===== src/rtl/bram_ctrl_init_if.sv =====
// rtl/bram_ctrl_init_if.sv - request/response bundle between front-end logic and the BRAM controller
interface bram_ctrl_init_if #(
  parameter int DATA_W = 16,
  parameter int ADDR_W = 8
);
  logic              clr_req;
  logic              wr_req;
  logic [ADDR_W-1:0] wr_addr;
  logic [DATA_W-1:0] wr_data;
  logic              wr_ack;
  logic              rd_req;
  logic [ADDR_W-1:0] rd_addr;
  logic [DATA_W-1:0] rd_data;
  logic              rd_valid;
  logic              busy;
  logic              init_done;

  modport master (
    output clr_req, wr_req, wr_addr, wr_data, rd_req, rd_addr,
    input  wr_ack, rd_data, rd_valid, busy, init_done
  );

  modport slave (
    input  clr_req, wr_req, wr_addr, wr_data, rd_req, rd_addr,
    output wr_ack, rd_data, rd_valid, busy, init_done
  );
endinterface


===== src/rtl/bram_ctrl_init.sv =====
// rtl/bram_ctrl_init.sv - simple-dual-port BRAM controller with init/clear sequencer
module bram_ctrl_init #(
  parameter int                DATA_W   = 16,
  parameter int                ADDR_W   = 8,
  parameter logic [DATA_W-1:0] INIT_VAL = '0,
  parameter int                RD_LAT   = 1,
  parameter int                WR_FIRST = 1
) (
  input logic              CLK,
  input logic              RST,
  bram_ctrl_init_if.slave  bus
);
  typedef enum logic {INIT, RUN} state_t;

  state_t            state;
  logic [ADDR_W-1:0] init_ptr;
  logic [DATA_W-1:0] mem [0:(1<<ADDR_W)-1];

  logic              rd_acc;
  logic              wr_en;
  logic [DATA_W-1:0] rd_word;
  logic              p_valid;
  logic [DATA_W-1:0] p_data;

  assign rd_acc = (state == RUN) && bus.rd_req;
  assign wr_en  = (state == RUN) && bus.wr_req;

  // Same-address collision: bypass the incoming write data when write-first is selected.
  always_comb begin
    rd_word = mem[bus.rd_addr];
    if ((WR_FIRST != 0) && wr_en && (bus.wr_addr == bus.rd_addr))
      rd_word = bus.wr_data;
  end

  always_ff @(posedge CLK) begin
    if (RST) begin
      state         <= INIT;
      init_ptr      <= '0;
      bus.busy      <= 1'b1;
      bus.init_done <= 1'b0;
      bus.wr_ack    <= 1'b0;
    end else begin
      case (state)
        INIT: begin
          bus.wr_ack <= 1'b0;
          if (init_ptr == {ADDR_W{1'b1}}) begin
            state         <= RUN;
            bus.busy      <= 1'b0;
            bus.init_done <= 1'b1;
          end else begin
            init_ptr <= init_ptr + 1'b1;
          end
        end
        RUN: begin
          bus.wr_ack <= bus.wr_req;
          if (bus.clr_req) begin
            state    <= INIT;
            init_ptr <= '0;
            bus.busy <= 1'b1;
          end
        end
        default: state <= INIT;
      endcase
    end
  end

  always_ff @(posedge CLK) begin
    if (!RST) begin
      if (state == INIT)
        mem[init_ptr] <= INIT_VAL;
      else if (bus.wr_req)
        mem[bus.wr_addr] <= bus.wr_data;
    end
  end

  // Read pipeline keeps running through INIT so reads accepted before a clear still complete.
  always_ff @(posedge CLK) begin
    if (RST) begin
      p_valid      <= 1'b0;
      p_data       <= '0;
      bus.rd_valid <= 1'b0;
      bus.rd_data  <= '0;
    end else begin
      p_valid <= rd_acc;
      if (rd_acc)
        p_data <= rd_word;
      if (RD_LAT == 1) begin
        bus.rd_valid <= rd_acc;
        if (rd_acc)
          bus.rd_data <= rd_word;
      end else begin
        bus.rd_valid <= p_valid;
        if (p_valid)
          bus.rd_data <= p_data;
      end
    end
  end
endmodule

===== src/flat_wrapper.sv =====
// flat-port wrapper written by rule: the top's interface ports become plain ports
module bram_ctrl_init_flat 
#(
  parameter int                DATA_W   = 16,
  parameter int                ADDR_W   = 8,
  parameter logic [DATA_W-1:0] INIT_VAL = '0,
  parameter int                RD_LAT   = 1,
  parameter int                WR_FIRST = 1
)
  (CLK, RST, bus_clr_req, bus_wr_req, bus_wr_addr, bus_wr_data, bus_rd_req, bus_rd_addr, bus_wr_ack, bus_rd_data, bus_rd_valid, bus_busy, bus_init_done);
  bram_ctrl_init_if #(.DATA_W(DATA_W), .ADDR_W(ADDR_W)) bus_i ();
  input logic CLK;
  input logic RST;
  input wire logic [$bits(bus_i.clr_req)-1:0] bus_clr_req;
  input wire logic [$bits(bus_i.wr_req)-1:0] bus_wr_req;
  input wire logic [$bits(bus_i.wr_addr)-1:0] bus_wr_addr;
  input wire logic [$bits(bus_i.wr_data)-1:0] bus_wr_data;
  input wire logic [$bits(bus_i.rd_req)-1:0] bus_rd_req;
  input wire logic [$bits(bus_i.rd_addr)-1:0] bus_rd_addr;
  output wire logic [$bits(bus_i.wr_ack)-1:0] bus_wr_ack;
  output wire logic [$bits(bus_i.rd_data)-1:0] bus_rd_data;
  output wire logic [$bits(bus_i.rd_valid)-1:0] bus_rd_valid;
  output wire logic [$bits(bus_i.busy)-1:0] bus_busy;
  output wire logic [$bits(bus_i.init_done)-1:0] bus_init_done;
  assign bus_i.clr_req = bus_clr_req;
  assign bus_i.wr_req = bus_wr_req;
  assign bus_i.wr_addr = bus_wr_addr;
  assign bus_i.wr_data = bus_wr_data;
  assign bus_i.rd_req = bus_rd_req;
  assign bus_i.rd_addr = bus_rd_addr;
  assign bus_wr_ack = bus_i.wr_ack;
  assign bus_rd_data = bus_i.rd_data;
  assign bus_rd_valid = bus_i.rd_valid;
  assign bus_busy = bus_i.busy;
  assign bus_init_done = bus_i.init_done;
  bram_ctrl_init #(.DATA_W(DATA_W), .ADDR_W(ADDR_W), .INIT_VAL(INIT_VAL), .RD_LAT(RD_LAT), .WR_FIRST(WR_FIRST)) u_core (.CLK(CLK), .RST(RST), .bus(bus_i));
endmodule

===== config.mk =====
export PLATFORM = sky130hd
export DESIGN_NAME = bram_ctrl_init_flat
export DESIGN_NICKNAME = d
export VERILOG_FILES = /design/src/rtl/bram_ctrl_init_if.sv /design/src/rtl/bram_ctrl_init.sv /design/src/flat_wrapper.sv
export SDC_FILE = /design/constraint.sdc
export NUM_CORES = 2
export LEC_CHECK = 0
export BUFFER_PORTS_ARGS = -buffer_cell sky130_fd_sc_hd__buf_2
export CAP_MARGIN = 10
export CORE_MARGIN = 2
export CORE_UTILIZATION = 61
export DETAILED_ROUTE_END_ITERATION = 6
export PLACE_DENSITY = 0.75
export SKIP_CTS_REPAIR_TIMING = 1
export SLEW_MARGIN = 20
export SYNTH_ARGS = -nofsm -noshare
export SYNTH_HDL_FRONTEND = slang
export SYNTH_SLANG_ARGS = --single-unit

===== constraint.sdc =====
create_clock -name CLK -period 7.7 [get_ports CLK]
set_input_delay 0.385 -clock CLK [delete_from_list [all_inputs] [get_ports CLK]]
set_output_delay 0.385 -clock CLK [all_outputs]
set_load 0.01 [all_outputs]

==> Implementation_results.wiki <==
{| class="wikitable"
! Metric !! Value
|-
| Outcome || complete, but fails checks
|-
| Violations in the final reports || design-rule violations
|-
| Number of global-route vias before repair || 80900
|-
| Final net count || 7790
|-
| Final worst clock skew || 0.0603 ns
|-
| Count of mapped cells out of synthesis || 7341
|-
| Number of H-tree branching levels || 5
|-
| Normalized max-slew margin || 13.3%
|-
| Final hold violations || 0
|-
| Synth Warn # || 0
|-
| Routed wire per std cell || 38.2 um
|-
| Critical path capture point type || register
|-
| Sequential cell area in the final layout || 0.124 sq mm
|-
| Ratio of final minimum period to clock period || 64.5%
|-
| Maximum number of pins on one net before global-route repair || 194
|-
| Number of nets with antenna violations after detailed routing || 0
|-
| Slowest stage delay, CP || 0.95 ns
|-
| Row count || 187
|-
| Final WL || 443 mm
|-
| Quantity of I/O buffers inserted on ports || 56
|-
| Data arrival time at the worst-slack endpoint || 5.58 ns
|-
| Detailed Place HPWL || 256 mm
|-
| Starting density of the core || 61.4%
|-
| Via-to-Cell Ratio || 7.17
|-
| Number of CTS-inserted buffers || 404
|-
| Type of origin of the critical path || primary input
|-
| Distinct cells, synth || 84
|-
| Overall via count from detail_route || 83200
|-
| Synthesized area divided by synthesized cell count || 21.8 sq um
|-
| Global placer's final weighted congestion || 0.945
|-
| Horizontal extent of the die || 516 um
|-
| Post-detailed-route DRC marker count || 9
|-
| Post-CTS clock slew at the launch and capture registers of the worst setup and hold paths || 0.06 ns
|-
| Placeable core region || 0.260 sq mm
|-
| Cell at the root of the clock tree || sky130_fd_sc_hd__clkbuf_16
|-
| Critical path, cell by cell || dlygate4sd3_1 > buf_2 > nand3b_1 > inv_1 > buf_4 > o31ai_1 > nand2_1 > nor2_1 > buf_4
|-
| Leakage dissipation || 0.0644 uW
|-
| Crit path max fanout || 36
|-
| Layout cells sized above 1 || 25.3%
|-
| Initial antenna violation count || 53
|-
| I/O pin total || 57
|-
| Combined area of the multi-input logic cells || 0.0334 sq mm
|-
| Net count of the mapped netlist || 7379
|-
| Number of pins exceeding their max-slew limit in the final report || 0
|-
| Vertical extent of the die || 516 um
|-
| CTS tree || yes
|-
| Total placed cells including tap cells || 10800
|-
| Remaining global-route overflow || 0
|-
| Min cycle time layout || 4.97 ns
|-
| Combinational family with the most area after synthesis || multiplexers
|-
| Synth async-reset ratio || 0%
|-
| EDFF count, synth || 4096
|-
| Worst hold path class || in2reg
|-
| Most frequent cell on the critical path || sky130_fd_sc_hd__buf_4
|-
| Total Die Area || 0.266 sq mm
|-
| Setup TNS || 0 ns
|-
| Count of routing violations after the opening detailed-route iteration || 14200
|-
| Syn-to-layout area delta || 11.5%
|-
| Max-cap check violation count || 0
|-
| Count of endpoints failing setup in the final report || 0
|-
| Drt first pass iters || 7
|-
| Cell with the largest stage delay on the worst path || sky130_fd_sc_hd__nor2_1
|-
| Cell area after technology mapping || 0.160 sq mm
|-
| Power density over cell area || 255 mW/mm^2
|-
| Number of sinks driven by the clock tree || 4125
|-
| Overall Global Routing Usage || 33.4%
|-
| Share of cell area taken by muxes after synthesis || 15.3%
|-
| Portion of the post-synthesis area used by sequential elements || 77.3%
|-
| Register bit total from synthesis || 4125
|-
| Peak clock frequency supported by timing || 0.201 GHz
|-
| Fraction of the mapped netlist area in adder cells || 0.00783%
|-
| Xor/xnor share of the synthesized area || 0.0877%
|-
| Post-route insts no fill || 11600
|-
| Simple-gate share of the synthesized area || 2.21%
|-
| First-pass GRT wire length || 618 mm
|-
| RSZ-0062 raised after global routing || false
|-
| Fill count || 15400
|-
| Share of the synthesized area in compound gates (AO/OA/AOI/OAI) || 3.16%
|-
| Type of the worst setup path || in2reg
|-
| Required time reported for the critical path endpoint || 8.31 ns
|-
| Number of buffers on the longest clock path || 4
|-
| IR Drop Worst-Case VDD || 0.000214 V
|-
| Clock Latency Late Sink || 0.94 ns
|-
| Worst-margin pin slew || 1.30 ns
|-
| Leading register cell type out of synthesis || sky130_fd_sc_hd__edfxtp_1
|}
report_power, final:
group,switching (uW),total (uW),internal (uW)
Clock,8450,19600,11200
Sequential,7.95,24300,24300
Combinational,1000,1520,514
metal layers:
layer  global-route usage [%]  vias to the layer above  wire length [um]
met4                     17.9                       54             28100
met5                    0.274                        -               524
met2                     49.9                     6779            203000
li1                         -                    31900                 -
met3                     9.93                     1297             59100
met1                     44.9                    43200            152000
stage by stage:
step | total power [uW] | area (sq um) | hold slack, ns | util (%) | setup WS [ns]
floorplan | 25800 | 160000 | 0.489 | - | 2.19
global placement | 26300 | 165000 | 0.458 | 63.4 | 2.66
detailed placement | 26300 | 165000 | 0.505 | 63.4 | 2.54
CTS | 45500 | 178000 | -0.173 | 68.4 | 3.02
global route | 46400 | 178000 | 0.0115 | 68.5 | 2.63
finish | 45500 | 178000 | 0.00315 | 68.5 | 2.73
flip-flops by register name, indices dropped and copies added (netlist names):
name / cells
u_core.bus.busy: 1
u_core.bus.init_done: 1
u_core.bus.rd_data: 16
u_core.bus.rd_valid: 1
u_core.bus.wr_ack: 1
u_core.init_ptr: 8
u_core.mem: 4096
u_core.state: 1
cells by family (layout without fill, tap and decap cells):
kind of cell             Yosys count  in the layout
multiplexers                    1263           1263
XOR/XNOR                          16             16
other                              0             28
AO/OA/AOI/OAI                    716            716
flip-flops                      4125           4125
buffers and inverters            449           1189
adder cells (fa/ha/maj)            1              1
AND/OR/NAND/NOR                  771            771
final cells by class:
cell class,count,share of cell area (%)
sequential,4125,69.3
clock inverter,262,1.48
inverter,11,0.0274
multi-input combinational,2767,18.8
clock buffer,473,5.86
tap,3496,2.45
timing repair buffer,443,2.06
antenna,28,0.0393
cell usage in the layout (no fill, tap or decap), types with 47 or more instances in the layout:
| cell type | count |
|---|---|
| sky130_fd_sc_hd__o21ai_0 | 50 |
| sky130_fd_sc_hd__buf_2 | 52 |
| sky130_fd_sc_hd__a22oi_1 | 167 |
| sky130_fd_sc_hd__o22ai_1 | 102 |
| sky130_fd_sc_hd__clkinv_1 | 103 |
| sky130_fd_sc_hd__buf_4 | 350 |
| sky130_fd_sc_hd__a21oi_1 | 114 |
| sky130_fd_sc_hd__o221ai_1 | 49 |
| sky130_fd_sc_hd__mux2i_1 | 306 |
| sky130_fd_sc_hd__edfxtp_1 | 4096 |
| sky130_fd_sc_hd__nor2_1 | 293 |
| sky130_fd_sc_hd__mux4_2 | 908 |
| sky130_fd_sc_hd__clkbuf_16 | 408 |
| sky130_fd_sc_hd__nand3_1 | 47 |
| sky130_fd_sc_hd__clkinv_2 | 76 |
| sky130_fd_sc_hd__clkbuf_1 | 65 |
| sky130_fd_sc_hd__nand2_1 | 165 |
critical path, delay by kind of cell:
family / cells / cell delay, ns
compound gates: 1 / 0.84
buf+inv: 5 / 1.96
simple gates: 3 / 2.32
synthesized netlist by cell type (12+ instances only):
| cell | count | area share [%] |
|---|---|---|
| sky130_fd_sc_hd__nor2b_1 | 27 | 0.11 |
| sky130_fd_sc_hd__clkbuf_1 | 135 | 0.32 |
| sky130_fd_sc_hd__mux2i_1 | 306 | 1.9 |
| sky130_fd_sc_hd__a22oi_1 | 167 | 0.78 |
| sky130_fd_sc_hd__mux4_1 | 21 | 0.35 |
| sky130_fd_sc_hd__nand3b_1 | 20 | 0.094 |
| sky130_fd_sc_hd__buf_4 | 40 | 0.19 |
| sky130_fd_sc_hd__nand2_1 | 167 | 0.39 |
| sky130_fd_sc_hd__o32ai_1 | 12 | 0.066 |
| sky130_fd_sc_hd__o221ai_1 | 49 | 0.27 |
| sky130_fd_sc_hd__mux2_2 | 25 | 0.18 |
| sky130_fd_sc_hd__mux4_2 | 908 | 13 |
| sky130_fd_sc_hd__a22o_1 | 27 | 0.15 |
| sky130_fd_sc_hd__a31oi_1 | 29 | 0.11 |
| sky130_fd_sc_hd__a211oi_1 | 22 | 0.10 |
| sky130_fd_sc_hd__dfxtp_1 | 29 | 0.36 |
| sky130_fd_sc_hd__buf_1 | 16 | 0.038 |
| sky130_fd_sc_hd__nand3_1 | 50 | 0.16 |
| sky130_fd_sc_hd__and2_1 | 28 | 0.11 |
| sky130_fd_sc_hd__a2111oi_0 | 15 | 0.082 |
| sky130_fd_sc_hd__edfxtp_1 | 4096 | 77 |
| sky130_fd_sc_hd__buf_2 | 137 | 0.43 |
| sky130_fd_sc_hd__nor3_1 | 47 | 0.15 |
| sky130_fd_sc_hd__and3_1 | 12 | 0.047 |
| sky130_fd_sc_hd__a221oi_1 | 37 | 0.20 |
| sky130_fd_sc_hd__o21ai_1 | 16 | 0.050 |
| sky130_fd_sc_hd__o22ai_1 | 102 | 0.40 |
| sky130_fd_sc_hd__a21oi_1 | 114 | 0.36 |
| sky130_fd_sc_hd__buf_8 | 26 | 0.24 |
| sky130_fd_sc_hd__buf_12 | 25 | 0.31 |
| sky130_fd_sc_hd__nor2_1 | 342 | 0.80 |
| sky130_fd_sc_hd__nor4_1 | 16 | 0.063 |
| sky130_fd_sc_hd__buf_6 | 57 | 0.40 |
| sky130_fd_sc_hd__o21ai_0 | 50 | 0.16 |
worst paths after layout:
path | start | endpoint | slack, ns | cells past startpoint
max | RST | u_core.mem[14][0] | 2.73 | 9
min | bus_wr_data[6] | u_core.mem[194][6] | 0.003 | 2
max reg2reg | u_core.state | u_core.mem[14][0] | 2.93 | 7
min reg2reg | u_core.bus.busy | u_core.bus.busy | 0.54 | 2
Note: power is estimated with default switching activity, not from simulation.
